$ cat src/rtl/c5_clkgen.sv
// Divided clock-enable / square-wave generator with a PLL-style lock timer
// and a sticky steady-lock flag. All outputs are registered.

module c5_clkgen_ch #(
   parameter int DIV_W = 8
) (
   input  logic             clk_i,
   input  logic             rst_i,
   input  logic             run_i,
   input  logic [DIV_W-1:0] div_i,
   output logic             tick_o,
   output logic             clk_o
);
   logic [DIV_W-1:0] cnt_q, cnt_d;
   logic             tick_q, tick_d;
   logic             clk_q, clk_d;

   // Terminal count is div-1, so the counter never exceeds 2^DIV_W-2.
   always_comb begin
      cnt_d  = cnt_q;
      tick_d = 1'b0;
      clk_d  = clk_q;
      if (!run_i || div_i == '0) begin
         cnt_d = '0;
         clk_d = 1'b0;
      end else if (cnt_q == div_i - DIV_W'(1)) begin
         cnt_d  = '0;
         tick_d = 1'b1;
         clk_d  = ~clk_q;
      end else begin
         cnt_d = cnt_q + DIV_W'(1);
      end
   end

   always_ff @(posedge clk_i) begin
      if (rst_i) begin
         cnt_q  <= '0;
         tick_q <= 1'b0;
         clk_q  <= 1'b0;
      end else begin
         cnt_q  <= cnt_d;
         tick_q <= tick_d;
         clk_q  <= clk_d;
      end
   end

   assign tick_o = tick_q;
   assign clk_o  = clk_q;
endmodule

module c5_clkgen #(
   parameter int CHANNELS    = 4,
   parameter int DIV_W       = 8,
   parameter int LOCK_CYCLES = 16
) (
   input  logic                      I_clk,
   input  logic                      I_rst,
   input  logic [CHANNELS*DIV_W-1:0] I_div,
   input  logic                      I_locked_stdy_rst,
   output logic [CHANNELS-1:0]       O_tick,
   output logic [CHANNELS-1:0]       O_clk,
   output logic                      O_locked,
   output logic                      O_locked_stdy
);
   localparam int LW = $clog2(LOCK_CYCLES + 1);
   localparam logic [LW-1:0] LOCK_LAST = LW'(LOCK_CYCLES - 1);

   logic [CHANNELS*DIV_W-1:0] div_q;
   logic [LW-1:0]             lock_cnt_q, lock_cnt_d;
   logic                      locked_q, locked_d;
   logic                      lost_q, lost_d;
   logic                      stdy_q, stdy_d;
   logic                      change;
   logic                      run;

   assign change = (I_div != div_q);
   // Channels are cleared on the same edge that drops lock for a divisor change.
   assign run    = locked_q & ~change;

   always_comb begin
      lock_cnt_d = lock_cnt_q;
      locked_d   = locked_q;
      lost_d     = lost_q;
      if (change) begin
         locked_d   = 1'b0;
         lock_cnt_d = '0;
      end else if (!locked_q) begin
         if (lock_cnt_q == LOCK_LAST) locked_d = 1'b1;
         else                         lock_cnt_d = lock_cnt_q + LW'(1);
      end
      if (change && locked_q)     lost_d = 1'b1;
      else if (I_locked_stdy_rst) lost_d = 1'b0;
      stdy_d = locked_d & ~lost_d;
   end

   always_ff @(posedge I_clk) begin
      div_q <= I_div;
      if (I_rst) begin
         lock_cnt_q <= '0;
         locked_q   <= 1'b0;
         lost_q     <= 1'b0;
         stdy_q     <= 1'b0;
      end else begin
         lock_cnt_q <= lock_cnt_d;
         locked_q   <= locked_d;
         lost_q     <= lost_d;
         stdy_q     <= stdy_d;
      end
   end

   for (genvar n = 0; n < CHANNELS; n++) begin : g_ch
      c5_clkgen_ch #(.DIV_W(DIV_W)) u_ch (
         .clk_i  (I_clk),
         .rst_i  (I_rst),
         .run_i  (run),
         .div_i  (div_q[n*DIV_W +: DIV_W]),
         .tick_o (O_tick[n]),
         .clk_o  (O_clk[n])
      );
   end

   assign O_locked      = locked_q;
   assign O_locked_stdy = stdy_q;
endmodule

$ cat config.mk
export PLATFORM = sky130hd
export DESIGN_NAME = c5_clkgen
export DESIGN_NICKNAME = d
export VERILOG_FILES = /design/src/rtl/c5_clkgen.sv
export SDC_FILE = /design/constraint.sdc
export NUM_CORES = 1
export LEC_CHECK = 0
export CORE_ASPECT_RATIO = 1.5
export CORE_MARGIN = 2
export CORE_UTILIZATION = 55
export CTS_CLUSTER_SIZE = 10
export DETAILED_ROUTE_END_ITERATION = 7
export DONT_BUFFER_PORTS = 1
export GPL_TIMING_DRIVEN = 0
export PLACE_DENSITY = 0.73
export SYNTH_ARGS = -nofsm -noshare
export SYNTH_HDL_FRONTEND = slang
export SYNTH_SLANG_ARGS = --single-unit
$ cat constraint.sdc
create_clock -name I_clk -period 6.8 [get_ports I_clk]
set_input_delay 1.36 -clock I_clk [delete_from_list [all_inputs] [get_ports I_clk]]
set_output_delay 1.36 -clock I_clk [all_outputs]
set_load 0.01 [all_outputs]
==> results of run 1 <==
-- metal layers --
metal,vias to the layer above,part of all wire [%],track usage [%]
li1,1530,-,-
met1,1414,39,24.3
met2,56,53,42.1
met3,18,5.3,4.44
met4,0,2.6,13.0
met5,-,0,0
-- synth_stat cells, drive strengths merged --
cell type and count:
a2111oi 4, a211oi 1, a21oi 15, a31oi 1, and3 17, buf 20
clkbuf 6, dfxtp 80, ha 14, inv 15, nand2 10, nand2b 7
nand3 16, nand3b 1, nand4 14, nand4b 3, nor2 26, nor2b 1
nor3 16, nor3b 6, nor4 37, nor4bb 1, o211a 3, o21ai 1
o21ba 1, o22ai 4, o31a 3, o31ai 4, or2 2, or4 4
xnor2 63, xor2 32
-- tightest hold or removal path: cells and delay by family (launching register included) --
family | cells | cell delay [ns]
flip-flops | 1 | 0.32
AND/OR/NAND/NOR | 1 | 0.09
AO/OA/AOI/OAI | 1 | 0.05
-- power by group through the flow --
| stage | Clock (mW) | Sequential, mW | Combinational (mW) |
|---|---|---|---|
| floorplan | 0 | 0.499 | 0.0576 |
| global placement | 0 | 0.501 | 0.0688 |
| detailed placement | 0 | 0.501 | 0.0709 |
| CTS | 0.393 | 0.490 | 0.0712 |
| global route | 0.410 | 0.492 | 0.0785 |
| finish | 0.385 | 0.491 | 0.0705 |
-- kinds of logic (layout without fill, tap and decap cells) --
family | after synthesis | after routing | share of synthesized area (%)
flip-flops | 80 | 80 | 39.4
XOR/XNOR | 95 | 95 | 20.5
adder cells (fa/ha/maj) | 14 | 14 | 4.31
AO/OA/AOI/OAI | 37 | 37 | 6.41
buffers and inverters | 41 | 57 | 5.18
AND/OR/NAND/NOR | 161 | 161 | 24.2
-- how the worst max path moves through the flow --
| stage | to | depth (start not counted) | slack (ns) | startpoint |
|---|---|---|---|---|
| final | g_ch[1].u_ch.cnt_q[7] | 6 | 3.77 | I_div[15] |
| after global routing | g_ch[3].u_ch.cnt_q[0] | 6 | 3.60 | I_div[15] |
| after CTS | g_ch[1].u_ch.cnt_q[7] | 6 | 3.72 | I_div[15] |
| after detailed placement | g_ch[3].u_ch.cnt_q[4] | 6 | 3.35 | I_div[15] |
| after global placement | g_ch[3].u_ch.cnt_q[2] | 6 | 3.38 | I_div[15] |
| after floorplan | g_ch[2].u_ch.cnt_q[2] | 6 | 4.04 | I_div[18] |
-- cell type report --
type                            instances  area share, %
Buffer                                 26           3.49
Clock buffer                            9           2.81
Clock inverter                          7           2.16
Inverter                               15           1.28
Multi-Input combinational cell        307           51.1
Sequential cell                        80           36.4
Tap cell                              100           2.84
-- flip-flops by register name, indices dropped and copies added, names as in the netlist --
register	count
div_q	32
g_ch.u_ch.tick_o	4
lost_q	1
lock_cnt_q	5
O_locked_stdy	1
O_locked	1
g_ch.u_ch.cnt_q	32
g_ch.u_ch.clk_o	4
==> results.py, run 1 <==
metrics = {
    "outcome": {
        "outcome": "completed",
    },
    "clock_network": {
        "max-clock-path-buffers": 2,
        "cts_resized": 0,
        "root_buffer": "clkbuf_8",
        "clk_pin_slew_ns": 0.08,
        "cts_tree": "built",
        "htreeDepth": 3,
        "tritoncts.num_buffers": 9,
        "cts_num_sinks": 80,
        "clk_latency_ns": 0.36,
        "ctsHoldBuffers": 0,
        "post_cts_buffers": 0,
    },
    "power": {
        "p_sw_share_pct": 23.9,
        "switching_power_uw": 226,
        "p_comb_share_pct": 7.5,
        "p_leak_nw": 1.61,
        "max-vdd-ir-drop_v": 0.000124,
        "p_per_area_nw_per_um2": 215,
        "p_clk_share_pct": 40.7,
        "power_uw": 946,
        "power_frac_seq_pct": 51.9,
        "p_int_uw": 720,
    },
    "timing": {
        "finalCriticalPeriod_ns": 3.03,
        "relSlewSlack_pct": 34.3,
        "setup_viol": 0,
        "slew_violations": 0,
        "tightestPinTransition_ns": 0.978,
        "finalHoldWorstSlack_ns": 0.501,
        "tns_ns": 0,
        "setup_ws_ns": 3.77,
        "period_share_pct": 44.6,
        "fin_skew_ns": 0.00659,
        "grt_setup_unrepaired": "false",
        "max_freq_ghz": 0.330,
        "finalHoldViolations": 0,
    },
    "finish": {
        "multi_input_area_um2": 2250,
        "register_area_um2": 1600,
        "final_cell_mix": "80 x dfxtp_1, 63 x xnor2_1, 32 x xor2_1, 32 x nor4_1, 26 x nor2_1",
        "fin_cells": 544,
        "drive_above_1_share_pct": 10.8,
        "fillers": 620,
        "final_area_um2": 4400,
        "final_common_cell": "dfxtp_1",
        "final_core_util_pct": 61.3,
        "area_growth_pct": 8.47,
        "num_antenna_cells": 0,
        "final_net_count": 488,
    },
    "worst_setup_path": {
        "cp.arrival_ns": 3.29,
        "regToRegSetupSlack_ns": 4.24,
        "path_max_fanout": 10,
        "r2r_cells": 8,
        "required_ns": 7.06,
        "timing.rr.start": "div_q[8]",
        "path_delay_family": "simple AND/OR/NAND/NOR gates",
        "critPathLaunchType": "primary input",
        "cp_num_buf_inv": 1,
        "crit_path_top_delay_cell": "nor4_2",
        "timing.rr.end": "g_ch[1].u_ch.tick_o",
        "worstSetupEndpointType": "flip-flop",
        "slowest_delay_ns": 0.42,
        "path_cells": "xnor2_1 -> nand4_1 -> nor4_2 -> nand4_2 -> clkbuf_1 -> nor4_1",
        "critPathKind": "primary input to flip-flop",
    },
    "drt": {
        "post_drt_via_cell_ratio": 5.55,
        "ant_nets": 0,
        "num_vias": 3018,
        "drc": 0,
        "routedWlPerCell_um": 15.8,
        "dr.pass1.iters": 4,
        "routed_wl_um": 8580,
        "drt_iter0_markers": 131,
    },
    "global_route": {
        "antenna_found_initial": 0,
        "grt_pass1_vias": 3071,
        "grt_use_total_pct": 23.2,
        "globalRouteOverflowTotal": 0,
        "grt_pass1_wl_um": 14100,
        "grt_max_degree": 15,
    },
    "synthesis": {
        "avgSynthCellArea_um2": 9.49,
        "yosys_warnings": 0,
        "synth_fp_nets": 477,
        "synth_area_leader_cell": "dfxtp_1",
        "yosys-top-cells-area": "dfxtp_1 39%, xnor2_1 14%, xor2_1 6.9%, nor4_1 4.9%, ha_1 4.3%",
        "synth_area_um2": 4060,
        "synth_sequential_area_ratio_pct": 39.4,
        "ys_ff_latch": 80,
        "synth_top_area_share_pct": 39.4,
        "syn-instance-count": 428,
        "ys_types": 43,
    },
    "placement": {
        "dp_hpwl_um": 6660,
        "gp_congestion": 0.861,
        "dp.cells": 528,
        "post-place-ws_ns": 3.35,
        "placed_area_um2": 4190,
        "port_buffers": 0,
    },
    "floorplanning": {
        "rows": 38,
        "die_h_um": 109,
        "fp.dieW_um": 74.2,
        "dieArea_um2": 8100,
        "start_util_pct": 56.6,
        "coreArea_um2": 7180,
        "ios": 45,
    },
    "hold_path": {
        "min_delay_path_depth": 2,
        "min_path_type": "flip-flop to flip-flop",
        "hp-start": "lock_cnt_q[4]",
        "min_to": "lock_cnt_q[4]",
    },
    "run": {
        "max-cap-violations": 0,
    },
}
Note: power is estimated with default switching activity, not from simulation.
==> run 2, diff against run 1 <==
PLACE_DENSITY = 0.76   (was 0.73)
clock period = 2.6 ns   (was 6.8 ns; I/O delays follow)
==> run 2 against run 1 <==
Effect of this change:
- global-route usage is 0.29 points higher
- design area decreased by 0.20%
- register-to-register slack got worse by 4.1 ns
- first-iteration DRC count increased by 4.6%
- via count up 3.1%
- clock power grew 120%
- wire length up 0.76%
- hold slack worse by 0.33 ns
- die area unchanged
- sequential power grew to 2.6 times the previous value
- cell count is 0.37% lower
- combinational power grew to 2.6 times the previous value
- critical path type is now flip-flop to flip-flop
- critical endpoint is now g_ch[2].u_ch.tick_o
==> results.py, run 2 (synthesis results as in run 1) <==
metrics = {
    "clock_network": {
        "post_cts_buffers": 0,
        "htreeDepth": 3,
        "cts_resized": 0,
        "ctsHoldBuffers": 0,
        "root_buffer": "clkbuf_8",
        "tritoncts.num_buffers": 9,
        "clk_latency_ns": 0.36,
        "cts_num_sinks": 80,
        "max-clock-path-buffers": 2,
        "clk_pin_slew_ns": 0.08,
        "cts_tree": "built",
    },
    "floorplanning": {
        "coreArea_um2": 7180,
        "fp.dieW_um": 74.2,
        "dieArea_um2": 8100,
        "die_h_um": 109,
        "start_util_pct": 56.6,
        "rows": 38,
        "ios": 45,
    },
    "worst_setup_path": {
        "required_ns": 2.85,
        "critPathKind": "flip-flop to flip-flop",
        "critPathLaunchType": "flip-flop",
        "cp.arrival_ns": 2.70,
        "path_max_fanout": 9,
        "worstSetupEndpointType": "flip-flop",
    },
    "drt": {
        "drt_iter0_markers": 137,
        "drc": 0,
        "routedWlPerCell_um": 16.0,
        "post_drt_via_cell_ratio": 5.74,
        "dr.pass1.iters": 4,
        "routed_wl_um": 8650,
        "num_vias": 3113,
        "ant_nets": 0,
    },
    "finish": {
        "fin_cells": 542,
        "area_growth_pct": 8.26,
        "num_antenna_cells": 0,
        "fillers": 629,
        "final_net_count": 488,
        "drive_above_1_share_pct": 11.5,
        "reg_top3": "div_q (32), g_ch.u_ch.cnt_q (32), lock_cnt_q (5)",
        "final_common_cell": "dfxtp_1",
        "final_cell_mix": "80 x dfxtp_1, 63 x xnor2_1, 32 x xor2_1, 32 x nor4_1, 26 x nor2_1",
        "final_core_util_pct": 61.2,
    },
    "placement": {
        "post-place-ws_ns": 0.0540,
        "gp_congestion": 0.955,
        "dp.cells": 528,
        "port_buffers": 0,
        "dp_hpwl_um": 6610,
    },
    "timing": {
        "grt_setup_unrepaired": "false",
        "tns_ns": 0,
        "setup_viol": 0,
        "max_freq_ghz": 0.409,
        "finalCriticalPeriod_ns": 2.45,
        "relSlewSlack_pct": 58.1,
        "fin_skew_ns": 0.0102,
        "finalHoldViolations": 0,
        "tightestPinTransition_ns": 0.624,
        "period_share_pct": 94.1,
        "setup_ws_ns": 0.154,
        "slew_violations": 0,
    },
    "global_route": {
        "grt_use_met2_pct": 39.8,
        "globalRouteOverflowTotal": 0,
        "use_met1_pct": 25.2,
        "gr-usage-met3_pct": 8.60,
        "grt_pass1_wl_um": 14200,
        "grt_pass1_vias": 3074,
        "top_usage_layer": "met2",
        "antenna_found_initial": 0,
        "grt_use_total_pct": 23.5,
        "grt_max_degree": 13,
    },
    "outcome": {
        "outcome": "completed",
    },
    "power": {
        "p_per_area_nw_per_um2": 530,
        "p_leak_nw": 1.60,
        "max-vdd-ir-drop_v": 0.000414,
    },
    "hold_path": {
        "min_path_type": "primary input to flip-flop",
    },
    "run": {
        "max-cap-violations": 0,
    },
}
[run 2: report_power, final]
group / internal (mW) / switching, mW / leakage, nW
registers: 1.25 / 0.0331 / 0.656
clock network: 0.430 / 0.429 / 0.0880
logic: 0.0904 / 0.0954 / 0.857
total: 1.77 / 0.558 / 1.60
[run 2: layout make-up]
cell class,count,area (µm²),area share [%]
plain buffers,26,155,3.53
clock buffers,10,128,2.90
clock inverters,4,47.5,1.08
inverters,15,56.3,1.28
multi-input cells,307,2280,51.9
flip-flops and latches,80,1600,36.4
well taps,100,125,2.85
[run 2: layer usage]
layer,part of all wire [%],vias to the layer above
met5,0,-
met4,4.0,0
met3,5.8,23
met2,50,62
met1,40,1491
li1,-,1537
[run 2: metrics by stage]
stage	hold WS (ns)	area (µm²)	total power [mW]
2_1_floorplan	0.461	4060	1.45
3_3_place_gp	0.484	4190	1.49
3_5_place_dp	0.491	4190	1.49
4_1_cts	0.158	4360	2.35
5_1_grt	0.147	4400	2.43
6_report	0.174	4400	2.33
[run 2: critical path: stages, from the launching register on]
cell and delay (ns):
dfxtp_1 0.31, buf_2 0.18, inv_1 0.08, ha_1 0.29, nand2b_1 0.19, o211a_1 0.14
o31a_1 0.27, nor3_2 0.52, nor3b_1 0.35
[run 2: worst paths after layout]
check                      from             endpoint  slack (ns)  cells past startpoint
max reg2reg           div_q[16]  g_ch[2].u_ch.tick_o        0.15                      8
max                   div_q[16]  g_ch[2].u_ch.tick_o        0.15                      8
min reg2reg  g_ch[3].u_ch.clk_o   g_ch[3].u_ch.clk_o        0.50                      2
min                   I_div[20]            div_q[20]        0.17                      0
